`config.mk`:
```
export PLATFORM = sky130hd
export DESIGN_NAME = report_sequencer
export DESIGN_NICKNAME = d
export VERILOG_FILES = /design/src/rtl/report_sequencer.sv
export SDC_FILE = /design/constraint.sdc
export NUM_CORES = 2
export LEC_CHECK = 0
export ABC_AREA = 1
export CAP_MARGIN = 20
export CORE_AREA = 2 2 309 311
export CTS_CLUSTER_SIZE = 12
export DETAILED_ROUTE_END_ITERATION = 10
export DIE_AREA = 0 0 311 313
export PLACE_DENSITY_LB_ADDON = 0.25
export SLEW_MARGIN = 20
export SYNTH_ARGS = -nofsm -noshare
export SYNTH_HDL_FRONTEND = slang
export SYNTH_SLANG_ARGS = --single-unit
```
`constraint.sdc`:
```
create_clock -name clk -period 8.63 [get_ports clk]
set_input_delay 1.2945 -clock clk [delete_from_list [all_inputs] [get_ports clk]]
set_output_delay 1.2945 -clock clk [all_outputs]
set_load 0.05 [all_outputs]
```
`src/rtl/report_sequencer.sv`:
```
// Post-simulation statistics scanner: walks every PE then every link, handshakes each report
// out of the network, accumulates packet/latency/energy totals, then clears the network stats.
module report_sequencer #(
   parameter int cluster_first_dimension_up_bound      = 7,
   parameter int cluster_second_dimension_up_bound     = 6,
   parameter int cluster_first_dimension_no_addr_bits  = 3,
   parameter int cluster_second_dimension_no_addr_bits = 3,
   parameter int addr_length                           = 6,
   parameter int no_links                              = 194,
   parameter int link_addr_length                      = 11,
   parameter int timeout_cycles                        = 255
) (
   input  logic                        clk,
   input  logic                        full_rs,
   input  logic                        start,
   input  logic                        busy,
   input  logic [31:0]                 averge_time_of_flies,
   input  logic [31:0]                 no_packet_recieve,
   input  logic [63:0]                 link_energy_consumption,
   output logic [addr_length-1:0]      pe_addr_called,
   output logic [link_addr_length-1:0] link_addr_called,
   output logic                        pe_report_en,
   output logic                        report_rs,
   output logic                        scanning,
   output logic                        done,
   output logic [31:0]                 total_packets,
   output logic [63:0]                 latency_sum,
   output logic [63:0]                 total_energy,
   output logic                        overflow,
   output logic                        timeout_err
);

   localparam int XW     = cluster_first_dimension_no_addr_bits;
   localparam int YW     = cluster_second_dimension_no_addr_bits;
   localparam int WAIT_W = (timeout_cycles > 2) ? $clog2(timeout_cycles) : 1;
   localparam logic [XW-1:0] X_UP = XW'(cluster_first_dimension_up_bound);
   localparam logic [YW-1:0] Y_UP = YW'(cluster_second_dimension_up_bound);
   localparam logic [link_addr_length-1:0] LINK_LAST =
      link_addr_length'((no_links > 0) ? no_links - 1 : 0);
   localparam logic [WAIT_W-1:0] WAIT_LAST =
      WAIT_W'((timeout_cycles > 0) ? timeout_cycles - 1 : 0);
   localparam bit HAS_LINKS = (no_links > 0);

   typedef enum logic [2:0] {
      IDLE      = 3'd0,
      PE_REQ    = 3'd1,
      PE_WAIT   = 3'd2,
      LINK_REQ  = 3'd3,
      LINK_WAIT = 3'd4,
      CLEAR     = 3'd5,
      DONE      = 3'd6
   } state_e;

   state_e                      state_q, state_d;
   logic [XW-1:0]               x_q, x_d;
   logic [YW-1:0]               y_q, y_d;
   logic [link_addr_length-1:0] link_q, link_d;
   logic [WAIT_W-1:0]           wait_q, wait_d;
   logic [addr_length-1:0]      pe_addr_q, pe_addr_d;
   logic [link_addr_length-1:0] link_addr_q, link_addr_d;
   logic                        pe_report_en_q, pe_report_en_d;
   logic                        report_rs_q, report_rs_d;
   logic                        scanning_q, scanning_d;
   logic                        done_q, done_d;
   logic [31:0]                 total_packets_q, total_packets_d;
   logic [63:0]                 latency_sum_q, latency_sum_d;
   logic [63:0]                 total_energy_q, total_energy_d;
   logic                        overflow_q, overflow_d;
   logic                        timeout_err_q, timeout_err_d;

   logic [32:0] pkt_sum;
   logic [63:0] product;
   logic [64:0] lat_sum;
   logic [64:0] en_sum;
   logic        elem_done;

   // Handshake: outputs are registered from the current state, so the network sees
   // pe_report_en and the address in the first WAIT cycle; an element completes on the first
   // WAIT cycle with busy low (data sampled then) or after timeout_cycles busy WAIT cycles.
   always_comb begin
      state_d         = state_q;
      x_d             = x_q;
      y_d             = y_q;
      link_d          = link_q;
      wait_d          = wait_q;
      pe_addr_d       = pe_addr_q;
      link_addr_d     = link_addr_q;
      pe_report_en_d  = (state_q == PE_REQ) || (state_q == LINK_REQ);
      report_rs_d     = (state_q == CLEAR);
      done_d          = (state_q == DONE);
      scanning_d      = done_q ? 1'b0 : scanning_q;
      total_packets_d = total_packets_q;
      latency_sum_d   = latency_sum_q;
      total_energy_d  = total_energy_q;
      overflow_d      = overflow_q;
      timeout_err_d   = timeout_err_q;

      pkt_sum   = {1'b0, total_packets_q} + {1'b0, no_packet_recieve};
      product   = 64'(averge_time_of_flies) * 64'(no_packet_recieve);
      lat_sum   = {1'b0, latency_sum_q} + {1'b0, product};
      en_sum    = {1'b0, total_energy_q} + {1'b0, link_energy_consumption};
      elem_done = !busy || (wait_q == WAIT_LAST);

      case (state_q)
         IDLE: begin
            if (start) begin
               x_d             = '0;
               y_d             = '0;
               link_d          = '0;
               total_packets_d = '0;
               latency_sum_d   = '0;
               total_energy_d  = '0;
               overflow_d      = 1'b0;
               timeout_err_d   = 1'b0;
               scanning_d      = 1'b1;
               state_d         = PE_REQ;
            end
         end
         PE_REQ: begin
            pe_addr_d = addr_length'({y_q, x_q});
            wait_d    = '0;
            state_d   = PE_WAIT;
         end
         PE_WAIT: begin
            if (elem_done) begin
               if (!busy) begin
                  total_packets_d = pkt_sum[31:0];
                  latency_sum_d   = lat_sum[63:0];
                  overflow_d      = overflow_q | pkt_sum[32] | lat_sum[64];
               end else begin
                  timeout_err_d = 1'b1;
               end
               if (x_q == X_UP) begin
                  x_d = '0;
                  if (y_q == Y_UP) begin
                     state_d = HAS_LINKS ? LINK_REQ : CLEAR;
                  end else begin
                     y_d     = y_q + 1'b1;
                     state_d = PE_REQ;
                  end
               end else begin
                  x_d     = x_q + 1'b1;
                  state_d = PE_REQ;
               end
            end else begin
               wait_d = wait_q + 1'b1;
            end
         end
         LINK_REQ: begin
            link_addr_d = link_q;
            wait_d      = '0;
            state_d     = LINK_WAIT;
         end
         LINK_WAIT: begin
            if (elem_done) begin
               if (!busy) begin
                  total_energy_d = en_sum[63:0];
                  overflow_d     = overflow_q | en_sum[64];
               end else begin
                  timeout_err_d = 1'b1;
               end
               if (link_q == LINK_LAST) begin
                  state_d = CLEAR;
               end else begin
                  link_d  = link_q + 1'b1;
                  state_d = LINK_REQ;
               end
            end else begin
               wait_d = wait_q + 1'b1;
            end
         end
         CLEAR:   state_d = DONE;
         DONE:    state_d = IDLE;
         default: state_d = IDLE;
      endcase
   end

   always_ff @(posedge clk) begin
      if (full_rs) begin
         state_q         <= IDLE;
         x_q             <= '0;
         y_q             <= '0;
         link_q          <= '0;
         wait_q          <= '0;
         pe_addr_q       <= '0;
         link_addr_q     <= '0;
         pe_report_en_q  <= 1'b0;
         report_rs_q     <= 1'b0;
         scanning_q      <= 1'b0;
         done_q          <= 1'b0;
         total_packets_q <= '0;
         latency_sum_q   <= '0;
         total_energy_q  <= '0;
         overflow_q      <= 1'b0;
         timeout_err_q   <= 1'b0;
      end else begin
         state_q         <= state_d;
         x_q             <= x_d;
         y_q             <= y_d;
         link_q          <= link_d;
         wait_q          <= wait_d;
         pe_addr_q       <= pe_addr_d;
         link_addr_q     <= link_addr_d;
         pe_report_en_q  <= pe_report_en_d;
         report_rs_q     <= report_rs_d;
         scanning_q      <= scanning_d;
         done_q          <= done_d;
         total_packets_q <= total_packets_d;
         latency_sum_q   <= latency_sum_d;
         total_energy_q  <= total_energy_d;
         overflow_q      <= overflow_d;
         timeout_err_q   <= timeout_err_d;
      end
   end

   assign pe_addr_called   = pe_addr_q;
   assign link_addr_called = link_addr_q;
   assign pe_report_en     = pe_report_en_q;
   assign report_rs        = report_rs_q;
   assign scanning         = scanning_q;
   assign done             = done_q;
   assign total_packets    = total_packets_q;
   assign latency_sum      = latency_sum_q;
   assign total_energy     = total_energy_q;
   assign overflow         = overflow_q;
   assign timeout_err      = timeout_err_q;

endmodule

```
### After elaboration in Yosys (flattened, before gate mapping)

Index checks and enable logic that the tools add are counted.

* bits in registers: 211
* input bits: 132
* output and inout port bits: 183
* logic and storage cells: 112

* add/sub/neg operators: 7
* $mul: 1
* equal/unequal tests: 21
* multiplexer cells: 44
* bitwise operators: 3
* reduce and logical (&&, ||, !) cells: 20

Operator list (count)
* $mux W64: 5
* $pmux W64 S2: 2
* $add A64 B64 Y65: 2
* $mux W32: 3
* $mul A32 B32 Y64: 1
* $pmux W32 S2: 1
* $add A32 B32 Y33: 1
* $mux W11: 3
* $mux W3: 11
* $pmux W11 S2: 1
* $ne A2 B2 Y1 const B: 9
* $pmux W3 S6: 1
* $pmux W8 S2: 1
* $reduce_and A4 Y1: 4
* $eq A3 B3 Y1 const B: 5
* $pmux W3 S2: 2
* $add A11 B1 Y11 const B: 1
* $eq A11 B8 Y1 const B: 1
* $mux W1: 10
* $add A8 B1 Y8 const B: 1
* $eq A8 B8 Y1 const B: 1
* $mux W8: 1
* $reduce_bool A2 Y1: 4
* $add A3 B1 Y3 const B: 2
* other kinds (16): 23

### Depth between registers and ports, before layout

* word-level depth: 6
* depth in mapped cells: 34
* mapped depth without buffers: 33

### Least setup slack after synthesis

Ideal clock, no wire load.

* path kind: in2reg
* from: in no_packet_recieve[0]
* to: reg latency_sum_q[25] (netlist: latency_sum[25])
* library setup time: 0.132 ns
* arrival time: 7.298 ns
* required time: 8.498 ns
* path slack: 1.200 ns
* cell stages on the path: 25
* path buffers: 1
* cell sequence: clkbuf_1 nand2_1 fa_1 inv_1 fa_1 fa_1 inv_1 fa_1 inv_1 fa_1 inv_1 fa_1 inv_1 fa_1 inv_1 fa_1 inv_1 ha_1 a21oi_1 o21ai_0 a21oi_1 nand3_1 or2_2 nand3_1 a21oi_1

* cells in the longest elaborated chain, start to end: 5

RTL lines
* from (decl): RTL line 18 `input logic [31:0] no_packet_recieve,`
* $mul A32 B32 Y64: RTL line 99 `product = 64'(averge_time_of_flies) * 64'(no_packet_recieve);`
* $add A64 B64 Y65: RTL line 100 `lat_sum = {1'b0, latency_sum_q} + {1'b0, product};`
* $mux W64: RTL line 126 `if (!busy) begin`
* $mux W64: RTL line 125 `if (elem_done) begin`
* $pmux W64 S2: RTL line 104 `case (state_q)`
* to (signal assigned): RTL line 209 `latency_sum_q <= latency_sum_d;`
* to (decl): RTL line 66 `logic [63:0] latency_sum_q, latency_sum_d;`

No other way between the ends. The select of a mux whose other input is x is not followed.
A chain may end at the register's enable or synchronous reset.

### Worst setup path in the final report

* from: in no_packet_recieve[23]
* to: reg latency_sum_q[36] (netlist: latency_sum[36])

The elaborated chain is that of the path after synthesis.

==> results.py <==
metrics = {
    "outcome": {
        "outcome": "finished, final reports clean",
    },
    "synthesis": {
        "ys_seq_elements": 211,
        "synth_top_cells_by_area": "fa_1 37%, nand2_1 16%, inv_1 15%, ha_1 8.4%, dfxtp_1 8.1%",
        "synth_nets": 8912,
        "synth_top_cell_area_share_pct": 36.85,
        "avgSynthCellArea_um2": 7.009,
        "yosysWarnings": 0,
        "yosys.area.top_type": "fa_1",
        "synthArstFlopShare_pct": 0,
        "yosysSeqAreaShare_pct": 8.074,
        "synth_cell_type_count": 52,
        "synthFlopType": "dfxtp_1",
        "netlist_instances": 7465,
        "synth_area_um2": 52320,
        "synth_edf_count": 0,
    },
    "timing": {
        "skew_ns": 0.03285,
        "setup-violations-final": 0,
        "fmax_mhz": 122.2,
        "finalWorstSetupSlack_ns": 0.4435,
        "slew_viol_final": 0,
        "max_slew_margin_pct": 29.11,
        "tightest_slew_ns": 1.063,
        "fin_crit_sh_pct": 94.86,
        "worst_hold_slack_ns": 0.4703,
        "min_period_ns": 8.186,
        "final_hold_viol_count": 0,
        "grt_setup_unrepaired": "false",
    },
    "clock_tree": {
        "cts.clk_slew.worst_paths_ns": 0.06,
        "clock_latency_ns": 0.61,
        "ctsHoldBuffers": 0,
        "root_buffer": "clkbuf_16",
        "postCtsSetupBuffers": 0,
        "cts_max_path_buffers": 3,
        "cts_buffers": 27,
        "cts_tree": "yes",
        "cts_resized": 0,
        "htreeDepth": 1,
        "cts_sinks": 211,
    },
    "run": {
        "maxCapViolCount": 0,
    },
    "finish": {
        "syn_to_final_growth_pct": 12.48,
        "n_fill_cell": 8764,
        "drive_above_1_share_pct": 3.887,
        "fin_nets": 9172,
        "fin_util_pct": 62.50,
        "fin_area_um2": 58850,
    },
    "routing": {
        "first_iter_violations": 3697,
        "routedWlPerCell_um": 19.21,
        "vias_per_cell": 5.262,
        "vias": 47410,
        "drc_errors": 0,
        "totalWireLength_um": 173100,
        "antenna_left": 0,
        "dr.pass1.iters": 6,
    },
    "global_route": {
        "grtUsageMet2_pct": 59.11,
        "grt_pass1_vias": 48530,
        "grt_use_met3_pct": 6.458,
        "grt_pass1_wl_um": 272200,
        "grt_antenna_before_repair": 2,
        "globalRouteTotalUtil_pct": 35.85,
        "overflow": 0,
        "grt_max_degree": 74,
        "busiest_layer": "met2",
        "grt_util_met1_pct": 47.46,
    },
    "worst_setup_path": {
        "path_max_fanout": 10,
        "worst-path-buf-inv": 7,
        "startpoint_type": "input port",
        "crit_slowest_cell": "clkdlybuf4s50_1",
        "crit_type": "in -> reg",
        "crit_family": "adder cells",
        "end_kind": "flip-flop",
        "cp.arrival_ns": 8.63,
        "crit_path_max_incr_delay_ns": 0.76,
        "required_ns": 9.08,
        "crit_top_cell": "fa_1",
    },
    "die": {
        "core.rowCount": 113,
        "core_um2": 94160,
        "die_w_um": 311,
        "die_h_um": 313,
        "fp.dieArea_um2": 97340,
        "ioPinCount": 315,
        "initial_core_util_pct": 55.56,
    },
    "worst_hold_path": {
        "hold_class": "reg -> reg",
    },
    "placed_design": {
        "gp_congestion": 1.022,
        "place_hpwl_um": 147400,
        "pre_cts_slack_ns": -0.02301,
        "post_dp_cell_area_um2": 57870,
        "port_buffers": 314,
    },
}
sequential cells by signal, indices dropped and copies added, names as in the netlist:
signal,flops
overflow,1
link_addr_called,11
timeout_err,1
done,1
state_q,3
y_q,3
pe_addr_called,6
total_energy,64
wait_q,8
total_packets,32
link_q,11
latency_sum,64
x_q,3
pe_report_en,1
report_rs,1
scanning,1
per-stage QoR:
stage / std cells / TNS [ns]
floorplan: 7465 / 0
global placement: 8961 / -0.04455
global route: 9009 / 0
detailed placement: 8961 / -0.03768
CTS: 9009 / 0
finish: 9010 / 0
logic make-up after synthesis:
logic type | count (synthesis) | share of synthesized area [%]
buffers and inverters | 2327 | 16.92
adders and majority gates | 1315 | 45.27
and+or+nand+nor | 2973 | 22.87
AOI/OAI and AO/OA | 597 | 6.170
DFF | 211 | 8.074
xor gates and xnor gates | 42 | 0.7031
final cells by class:
type | instances | area [um2] | area share [%]
Antenna cell | 1 | 2.502 | 0.004252
Clock buffer | 33 | 728.2 | 1.237
Clock inverter | 15 | 251.5 | 0.4274
Inverter | 2078 | 7805 | 13.26
Multi-Input combinational cell | 4927 | 39250 | 66.70
Sequential cell | 211 | 4224 | 7.178
Tap cell | 1265 | 1583 | 2.690
Timing Repair Buffer | 480 | 5004 | 8.503
cells in the mapped netlist (2+ instances only):
library cell	n
clkbuf_1	216
and2_1	3
nand2_4	3
nand4_1	35
inv_1	2072
nand2_1	2212
nor3_1	50
a21o_1	7
buf_4	3
o21bai_1	24
nand3_1	254
a21oi_1	382
dfxtp_1	211
and3_1	3
xor2_1	37
o21a_1	5
nand2_2	11
inv_2	3
nor2_4	2
a21oi_2	20
nand3b_1	12
ha_1	352
buf_1	5
xnor2_1	5
a21boi_0	14
buf_6	10
o21ai_0	132
buf_2	14
nand3_2	10
a41oi_1	2
fa_1	963
o21ai_1	3
nor4_1	6
or2_2	32
nor2_1	335
worst register-to-register path, delay by kind of cell (launching register included):
kind | cells | cell delay [ns]
fa+ha+maj | 9 | 4.43
simple gates | 8 | 1.40
flops | 1 | 0.59
buf+inv | 8 | 0.55
compound gates | 1 | 0.08
worst paths after layout:
kind	startpoint	endpoint	slack, ns	depth (start not counted)
max reg2reg	latency_sum[30]	latency_sum[36]	1.43	26
max	no_packet_recieve[23]	latency_sum[36]	0.44	26
min	scanning	scanning	0.47	2
min reg2reg	scanning	scanning	0.47	2
routing by layer:
| metal | vias to the layer above | wire (um) |
|---|---|---|
| li1 | 22110 | - |
| met1 | 22920 | 70130 |
| met2 | 2037 | 80670 |
| met3 | 340 | 15260 |
| met4 | 4 | 6980 |
| met5 | - | 23 |
cell usage in the layout (no fill, tap or decap), drive strengths merged, types with 5 or more instances in the layout:
cell type | Yosys | routed
o21a | 5 | 5
nor4 | 6 | 6
a21boi | 15 | 15
buf | 33 | 167
xnor2 | 5 | 5
nand4 | 35 | 35
fa | 963 | 963
clkinv | 2 | 7
inv | 2076 | 2077
dfxtp | 211 | 211
a21o | 7 | 7
xor2 | 37 | 37
a21oi | 402 | 402
nand3b | 12 | 12
clkdlybuf4s50 | 0 | 313
bufinv | 0 | 6
o21ai | 135 | 135
clkbuf | 216 | 33
nor3 | 50 | 50
nand2 | 2227 | 2227
o21bai | 24 | 24
nand3 | 265 | 265
nor2 | 339 | 339
ha | 352 | 352
or2 | 32 | 32
Power is left out: the tool's default activity adds up to more than one toggle a clock period on the data nets, which glitch-free logic cannot reach.
